===== src/rtl/keccak_arb_sched.sv =====
// Message-granular round-robin arbiter that shares one SHA3-512 keccak core between
// two 32-bit word-stream requesters. It clears the core, feeds the message and reads back the digest.
module keccak_arb_sched #(
  parameter int DIG_WORDS = 16,
  parameter int TIMEOUT   = 1023
) (
  input  logic        clk,
  input  logic        rst,
  input  logic [1:0]  req_valid,
  input  logic [31:0] req_data0,
  input  logic [31:0] req_data1,
  input  logic [1:0]  req_last,
  output logic [1:0]  req_ready,
  output logic        core_rst,
  output logic        core_en,
  output logic [31:0] core_data,
  output logic        core_is_last,
  input  logic        core_busy,
  input  logic        core_out_ready,
  output logic [4:0]  core_hash_num,
  input  logic [31:0] core_dataout,
  output logic        dig_valid,
  output logic [31:0] dig_data,
  output logic [4:0]  dig_idx,
  output logic        dig_id,
  output logic        err
);

  localparam int CW = $clog2(TIMEOUT + 1);
  localparam logic [CW-1:0] TMO_LAST = CW'(TIMEOUT - 1);
  localparam logic [4:0]    IDX_LAST = 5'(DIG_WORDS - 1);

  typedef enum logic [2:0] {
    S_IDLE,
    S_CLR,
    S_FEED,
    S_WAIT,
    S_READ,
    S_DONE
  } state_t;

  // Handshake: a requester word moves only on a cycle where req_valid[i] & req_ready[i];
  // ready is offered to the granted requester in FEED whenever the core is not busy,
  // and never depends on the requester's own valid.
  state_t        state;
  logic          grant;
  logic          rr_ptr;
  logic [CW-1:0] tmo_cnt;

  logic          g_valid;
  logic          g_last;
  logic [31:0]   g_data;
  logic          feed_open;

  always_comb begin
    g_valid      = grant ? req_valid[1] : req_valid[0];
    g_last       = grant ? req_last[1]  : req_last[0];
    g_data       = grant ? req_data1    : req_data0;
    feed_open    = (state == S_FEED) && !core_busy;
    req_ready    = 2'b00;
    if (feed_open) begin
      req_ready = grant ? 2'b10 : 2'b01;
    end
    core_en      = feed_open && g_valid;
    core_is_last = core_en && g_last;
    // Hold the data bus at zero outside FEED so nothing leaks out while idle or in reset.
    core_data    = (state == S_FEED) ? g_data : 32'd0;
    core_rst     = (state == S_CLR);
  end

  always_ff @(posedge clk or posedge rst) begin
    if (rst) begin
      state         <= S_IDLE;
      grant         <= 1'b0;
      rr_ptr        <= 1'b0;
      tmo_cnt       <= '0;
      core_hash_num <= 5'd0;
      dig_valid     <= 1'b0;
      dig_data      <= 32'd0;
      dig_idx       <= 5'd0;
      dig_id        <= 1'b0;
      err           <= 1'b0;
    end else begin
      dig_valid <= 1'b0;
      err       <= 1'b0;
      case (state)
        S_IDLE: begin
          if (|req_valid) begin
            grant <= req_valid[rr_ptr] ? rr_ptr : ~rr_ptr;
            state <= S_CLR;
          end
        end
        S_CLR: begin
          state <= S_FEED;
        end
        S_FEED: begin
          if (core_is_last) begin
            tmo_cnt <= '0;
            state   <= S_WAIT;
          end
        end
        S_WAIT: begin
          // A digest arriving on the final allowed cycle still wins over the abort.
          if (core_out_ready) begin
            core_hash_num <= 5'd0;
            state         <= S_READ;
          end else if (tmo_cnt == TMO_LAST) begin
            tmo_cnt <= tmo_cnt + 1'b1;
            err     <= 1'b1;
            state   <= S_DONE;
          end else begin
            tmo_cnt <= tmo_cnt + 1'b1;
          end
        end
        S_READ: begin
          dig_valid <= 1'b1;
          dig_data  <= core_dataout;
          dig_idx   <= core_hash_num;
          dig_id    <= grant;
          if (core_hash_num == IDX_LAST) begin
            state <= S_DONE;
          end else begin
            core_hash_num <= core_hash_num + 5'd1;
          end
        end
        S_DONE: begin
          rr_ptr <= ~grant;
          state  <= S_IDLE;
        end
        default: begin
          state <= S_IDLE;
        end
      endcase
    end
  end

endmodule

===== config.mk =====
export PLATFORM = sky130hd
export DESIGN_NAME = keccak_arb_sched
export DESIGN_NICKNAME = d
export VERILOG_FILES = /design/src/rtl/keccak_arb_sched.sv
export SDC_FILE = /design/constraint.sdc
export NUM_CORES = 1
export LEC_CHECK = 0
export BUFFER_PORTS_ARGS = -buffer_cell sky130_fd_sc_hd__buf_2
export CAP_MARGIN = 5
export CORE_MARGIN = 3
export CORE_UTILIZATION = 44
export CTS_CLUSTER_DIAMETER = 100
export CTS_CLUSTER_SIZE = 30
export DETAILED_ROUTE_END_ITERATION = 7
export PLACE_DENSITY = 0.81
export SLEW_MARGIN = 20
export SYNTH_ARGS = -nofsm -noshare
export SYNTH_HDL_FRONTEND = slang
export SYNTH_SLANG_ARGS = --single-unit
export TNS_END_PERCENT = 50

===== constraint.sdc =====
create_clock -name clk -period 2.5 [get_ports clk]
set_clock_uncertainty 0.2 [all_clocks]
set_input_delay 0.125 -clock clk [delete_from_list [all_inputs] [get_ports clk]]
set_output_delay 0.125 -clock clk [all_outputs]
set_load 0.02 [all_outputs]

==> implementation parameters, run 1 <==
Parameter                              Value

Final layout
  Filler instances ... 484
  Fraction of layout cells with a size suffix above 1 ... 37.2%
  Area used by sequential logic in the layout ... 0.00150 mm^2
  Synth-to-Final Area Change ... 50.5%
  Total Nets Final ... 679
  Utilization of the core after routing ... between 70% and 80%
  Antenna cells ... 0
  Area of the multi-input gates ... 0.00147 mm^2

Power
  Maximum resistive drop on vdd ... 0.843 mV
  Leakage power figure ... 2.71 nW
  Pwr per Cell Area ... 1130 mW/mm^2

Worst setup path
  Destination of the worst register-to-register timing path ... core_hash_num[3]
  CP Launch Type ... register
  Highest fanout seen on the critical path ... 29
  Required time at the endpoint of the critical path ... 2170 ps
  Slack of the worst reg-to-reg path ... 340 ps
  Slowest-stage cell, CP ... sky130_fd_sc_hd__or3b_4
  Critical path capture point type ... output pin
  Worst R2R Path Depth ... 6
  Largest stage delay on the critical path ... 490 ps
  Cell Chain, Critical Path ... or3b_4, buf_4, nor3b_1, buf_2
  Reg-to-reg startpoint ... core_hash_num[0]
  Signal arrival time at the worst endpoint ... 1900 ps
  Critical path class ... register to output pin

Synth
  Post-synth top flop ... sky130_fd_sc_hd__dfrtp_1
  Net count of the mapped netlist ... 460
  Count of synthesis-stage warnings from yosys ... 0
  Avg Cell Area, Syn ... 8.75 um^2
  Commonest cells post-synth ... sky130_fd_sc_hd__nand2_1 (121), sky130_fd_sc_hd__dfrtp_1 (60), sky130_fd_sc_hd__nor2_1 (38), sky130_fd_sc_hd__mux2i_1 (34), sky130_fd_sc_hd__buf_2 (10)
  Fraction of post-synthesis cell area in the top cell type by area ... 48.7%
  Area of the mapped netlist ... 0.00308 mm^2
  Sequential cell area fraction in the yosys report ... slightly below 50%
  Main area contributors after synthesis ... sky130_fd_sc_hd__dfrtp_1 (49%), sky130_fd_sc_hd__nand2_1 (15%), sky130_fd_sc_hd__mux2i_1 (11%), sky130_fd_sc_hd__nor2_1 (4.6%), sky130_fd_sc_hd__buf_2 (1.6%)
  Distinct cells, synth ... 37
  Most instantiated library cell after synthesis ... sky130_fd_sc_hd__nand2_1
  Syn Inst Count ... between 300 and 400
  Number of enable flip-flop cells after synthesis ... 0
  Largest area contributor in the synthesized netlist ... sky130_fd_sc_hd__dfrtp_1
  Register bit count reported by yosys ... 60
  Share of synthesized flip-flops with an asynchronous set or reset ... 100%

Floorplan
  Die X ... 89.7 um
  Boundary pin count ... 186
  Die outline area ... a little over 0.008 mm^2
  Initial Utilization ... 46.9%
  Placeable core area ... around 0.0066 mm^2
  Standard-cell row count ... 29
  Die boundary height ... 89.7 um

Global route
  Initial antenna violation count ... 0
  Total routing resource utilization after global routing ... 24.6%
  Largest net degree at the start of global routing ... 61
  Number of global-route vias before repair ... 3,221
  Total gr overflow ... 0
  First-pass GRT wire length ... 15.0 mm

Timing
  Number of hold violations in the final report ... 0
  RSZ-0062 raised after global routing ... false
  Final critical delay including setup and external delays ... 2230 ps
  Worst path setup slack after routing ... 274 ps
  Slew at the pin closest to its max-slew limit ... 744 ps
  Accumulated negative setup slack ... 0 ps
  Number of max-slew violations in the final report ... 0
  Achievable frequency ... 449 MHz
  Final count of negative-setup-slack endpoints ... 0
  Worst rel slew slack ... 50.4%
  Final clock period utilization by the worst path ... 89.0%

Clock tree
  Clock H-tree levels ... 3
  Setup bufs post-CTS ... 0
  Number of clock buffers inserted by TritonCTS ... 9
  Clock transition time at the flip-flop clock pins of the worst setup and hold paths ... 70 ps
  Clock latency on the worst-skew pair ... ~330 ps
  Buffer type at the clock tree root ... sky130_fd_sc_hd__clkbuf_8
  Clk sink count ... 60
  Number of buffers between clock root and the deepest sink ... 2
  CTS tree ... built

Drt
  Routed wirelength normalized by instance count ... 14.9 um
  Total Wirelength ... 9.97 mm
  DRT antenna net count ... 0
  DRC ... 0
  Via-per-instance ratio ... 4.97
  Number of DRC violations after detailed-routing iteration 0 ... ~160
  Via count ... 3,324
  Number of detailed-route iterations in the first pass ... 4

Min path
  Cell depth of the worst hold path ... 4
  Path category of the worst min-delay check ... input port to register
  Source of the worst hold timing path ... core_out_ready
  Worst min-delay path endpoint ... core_hash_num[4]

Placement
  Final weighted congestion of routability-driven global placement ... 0.774
  Post-detailed-placement half-perimeter wirelength ... 6.64 mm
  Port buffer count ... around 190
  Placement Setup Slack ... 368 ps

Outcome
  Result of the run ... finished, final reports clean

Flow run
  Max-cap check violation count ... 0
placed cells by master (no fill, tap or decap), drive strengths merged, types with 7 or more instances in the layout:
master	count
nand2	121
and3	7
mux2i	34
clkbuf	10
nor2	39
dlygate4sd3	36
nor3	9
nand3	7
dfrtp	60
buf	192
per-layer routing:
layer  up-vias  track usage, %  wire length, um
met2       173            45.0             5220
met5         -               0                0
met4         0            9.34              186
met3        18            7.03              951
li1       1608               -                -
met1      1525            26.9             3620
worst max-delay path: cells and delay by family, from the launching register on:
kind | cells | cell delay, ps
flops | 1 | 450
buf+inv | 2 | 450
simple gates | 2 | 680
registers in the layout, indices dropped and copies added, names as in the netlist:
signal         flops
dig_data          32
tmo_cnt           10
core_hash_num      5
dig_idx            5
state              3
dig_id             1
dig_valid          1
err                1
grant              1
rr_ptr             1
worst max path at each step:
stage / start / endpoint / slack, ps
6_report: state[0] / req_ready[1] / 270
5_1_grt: state[0] / req_ready[1] / 90
2_1_floorplan: state[2] / tmo_cnt[2] / 440
4_1_cts: state[0] / req_ready[1] / 150
3_3_place_gp: core_hash_num[0] / core_hash_num[3] / 390
3_5_place_dp: core_hash_num[0] / core_hash_num[3] / 370
timing repair:
action | CTS | global route
gates resized for setup | 0 | 1
hold buffers | 36 | 0
hold endpoints to repair | 94 | 0
endpoints found under the setup margin | 0 | 1
stage by stage:
step	instances	power, mW	hold slack, ps	cell area, um^2
detailed placement	617	4.28	118	4080
floorplan	352	3.44	22.0	3080
global placement	617	4.21	113	4080
CTS	669	5.20	27.7	4630
finish	669	5.22	38.1	4640
global route	669	5.60	71.9	4640
kinds of logic after synthesis:
logic type,after synthesis,synth area share (%)
fa+ha+maj,4,1.62
mux,35,11.4
compound gates,26,6.37
flops,60,48.7
buf+inv,25,3.69
simple gates,202,28.2
power breakdown:
| part | total [mW] | switching (mW) | internal, mW |
|---|---|---|---|
| sequential | 1.67 | 0.305 | 1.37 |
| combinational | 2.69 | 1.70 | 0.992 |
| clock | 0.859 | 0.399 | 0.460 |
area by class of cell:
| class | count | area share [%] |
|---|---|---|
| inverter | 5 | 0.405 |
| multi-input combinational | 267 | 31.7 |
| clock buffer | 10 | 2.75 |
| timing repair buffer | 228 | 28.9 |
| sequential | 60 | 32.4 |
| tap | 93 | 2.51 |
| clock inverter | 6 | 1.38 |
No activity file was read; power rests on OpenSTA's default activity.
==> inputs of run 2 (changes only) <==
--- a/config.mk
+++ b/config.mk
@@ -12,7 +12,7 @@
 export CTS_CLUSTER_DIAMETER = 100
 export CTS_CLUSTER_SIZE = 30
 export DETAILED_ROUTE_END_ITERATION = 7
-export PLACE_DENSITY = 0.81
+export PLACE_DENSITY_LB_ADDON = 0.05
 export SLEW_MARGIN = 20
 export SYNTH_ARGS = -nofsm -noshare
 export SYNTH_HDL_FRONTEND = slang
==> run 2 against run 1 <==
Power shrank 0.70%. Critical path depth stayed put. Via count shrank 4.5%. Sequential power barely moved. Flip-flop and latch count did not move. Combinational power barely moved. Fmax about the same. Final cell count fell by 0.30%. Die area stayed put. Clock power is essentially flat. Non-clock buffer count fell by 2. Largest power group unchanged.
==> implementation parameters, run 2 (synthesis results as in run 1) <==
Parameter                              Value

Drt
  Number of detailed-route iterations in the first pass ... 4 (unchanged)
  DRC ... 0 (unchanged)
  Number of DRC violations after detailed-routing iteration 0 ... 141 (-9.0%)
  Via-per-instance ratio ... 4.76 (-4.3%)
  Via count ... 3,173 (-4.5%)
  DRT antenna net count ... 0 (unchanged)
  Routed wirelength normalized by instance count ... 13.4 um (-10%)
  Total Wirelength ... 8.93 mm (-10%)

Global route
  Largest net degree at the start of global routing ... 40 (-34%)
  Number of global-route vias before repair ... 2,952 (-8.4%)
  Total gr overflow ... 0 (unchanged)
  First-pass GRT wire length ... 13.1 mm (-13%)
  Initial antenna violation count ... 0 (unchanged)
  Total routing resource utilization after global routing ... 20.9% (-3.7 points)

Min path
  Path category of the worst min-delay check ... input port to register

Worst setup path
  Highest fanout seen on the critical path ... 35 (+21%)
  Critical path capture point type ... output pin
  CP Launch Type ... register
  Signal arrival time at the worst endpoint ... 1900 ps (about the same)
  Required time at the endpoint of the critical path ... 2170 ps (about the same)
  Critical path class ... register to output pin

Clock tree
  Clk sink count ... 60 (unchanged)
  Buffer type at the clock tree root ... sky130_fd_sc_hd__clkbuf_8
  Clock transition time at the flip-flop clock pins of the worst setup and hold paths ... 70 ps (about the same)
  Number of buffers between clock root and the deepest sink ... 2 (unchanged)
  Setup bufs post-CTS ... 0 (unchanged)
  Clock H-tree levels ... 3 (unchanged)
  Number of clock buffers inserted by TritonCTS ... 9 (unchanged)
  CTS tree ... built
  Clock latency on the worst-skew pair ... 320 ps (about the same)

Timing
  Achievable frequency ... 450 MHz (about the same)
  Number of max-slew violations in the final report ... 0 (unchanged)
  RSZ-0062 raised after global routing ... false
  Worst rel slew slack ... 54.4% (+4.0 points)
  Final critical delay including setup and external delays ... 2220 ps (-1.38 ps)
  Accumulated negative setup slack ... 0 ps (unchanged)
  Slew at the pin closest to its max-slew limit ... 683 ps (-61.1 ps)
  Final count of negative-setup-slack endpoints ... 0 (unchanged)
  Final clock period utilization by the worst path ... 89.0% (about the same)
  Number of hold violations in the final report ... 0 (unchanged)

Floorplan
  Initial Utilization ... 46.9% (unchanged)
  Placeable core area ... 0.00657 mm^2 (unchanged)
  Die outline area ... 0.00804 mm^2 (unchanged)
  Die boundary height ... 89.7 um (unchanged)
  Boundary pin count ... 186 (unchanged)
  Die X ... 89.7 um (unchanged)
  Standard-cell row count ... 29 (unchanged)

Final layout
  Area used by sequential logic in the layout ... 0.00150 mm^2 (unchanged)
  Filler instances ... 523 (+8.1%)
  Fraction of layout cells with a size suffix above 1 ... 37.1% (-0.045 points)
  Most common cell after layout, fill and taps aside ... sky130_fd_sc_hd__buf_2
  Top reg by flops ... dig_data
  Antenna cells ... 0 (unchanged)
  Fin area ... 0.00464 mm^2 (unchanged)
  Number of flip-flops under the largest register name ... 32 (unchanged)
  Synth-to-Final Area Change ... 50.5% (unchanged)
  Total Nets Final ... 677 (-0.29%)
  Largest registers ranked by flip-flop count ... dig_data x32, tmo_cnt x10
  Area of the multi-input gates ... 0.00147 mm^2 (-0.17%)
  Commonest cells after routing, fill and taps aside ... sky130_fd_sc_hd__buf_2 (185), sky130_fd_sc_hd__nand2_1 (121), sky130_fd_sc_hd__dfrtp_1 (59)

Placement
  Post-detailed-placement half-perimeter wirelength ... 6.31 mm (-5.0%)
  Port buffer count ... 185 (unchanged)
  Instance area at placement ... 0.00409 mm^2 (+0.12%)
  Final weighted congestion of routability-driven global placement ... 0.787 (+1.6%)

Power
  Leakage power figure ... 2.70 nW (-0.21%)
  Pwr per Cell Area ... 1120 mW/mm^2 (-0.70%)
  Maximum resistive drop on vdd ... 0.611 mV (-27%)

Outcome
  Result of the run ... finished, final reports clean

Flow run
  Max-cap check violation count ... 0 (unchanged)
[run 2: cell types whose count changed in the layout (fill, tap and decap cells not counted), sizes merged]
cell | before | now
buf | 192 | 191
clkbuf | 10 | 9
clkinv | 3 | 2
clkinvlp | 2 | 3
dlygate4sd3 | 36 | 35
inv | 5 | 6
[run 2: timing repair]
item | 4_1_cts | 5_1_grt
hold buffers | 35 | 0
endpoints found under the hold margin | 64 | 0
resized for setup | 0 | 0
[run 2: per-layer routing]
layer  global-route usage, %  share of wire (%)
met1                    25.6                 42
met3                    4.47                7.0
met4                    6.77               0.78
met5                       0                  0
met2                    36.7                 50
[run 2: final timing paths]
path	startpoint	slack, ps	endpoint	depth (start not counted)
setup / recovery	state[0]	280	req_ready[1]	4
hold / removal	req_valid[1]	50	state[0]	3
setup reg to reg	core_hash_num[0]	360	core_hash_num[3]	6
hold reg to reg	dig_data[31]	270	dig_data[31]	2
max in group asynchronous	rst	1240	grant	4
min in group asynchronous	rst	260	dig_data[18]	3
[run 2: critical path: stages, from the launching register on]
cell and delay [ps]:
sky130_fd_sc_hd__dfrtp_1 440, sky130_fd_sc_hd__or3b_1 480, sky130_fd_sc_hd__buf_4 280, sky130_fd_sc_hd__nor3b_1 200, sky130_fd_sc_hd__buf_2 190
[run 2: cell type report]
| cell class | instances | share of cell area, % |
|---|---|---|
| sequential | 60 | 32.4 |
| multi-input combinational | 267 | 31.6 |
| timing repair buffer | 226 | 28.8 |
| clock buffer | 9 | 2.67 |
| tap | 93 | 2.51 |
| clock inverter | 7 | 1.62 |
| inverter | 5 | 0.405 |
[run 2: stage by stage]
stage	power, mW	std cells	hold slack [ps]	setup slack, ps	util (%)
floorplan	3.44	352	22.0	436	-
global placement	4.22	616	69.6	467	62.2
detailed placement	4.28	616	75.6	407	62.2
CTS	5.21	667	31.2	225	70.6
global route	5.57	667	48.2	176	70.6
finish	5.18	667	46.4	275	70.6
[run 2: report_power, final]
part / internal [mW] / leakage [nW] / switching, mW
logic: 0.978 / 1.85 / 1.69
clock network: 0.465 / 0.0923 / 0.396
registers: 1.37 / 0.763 / 0.288
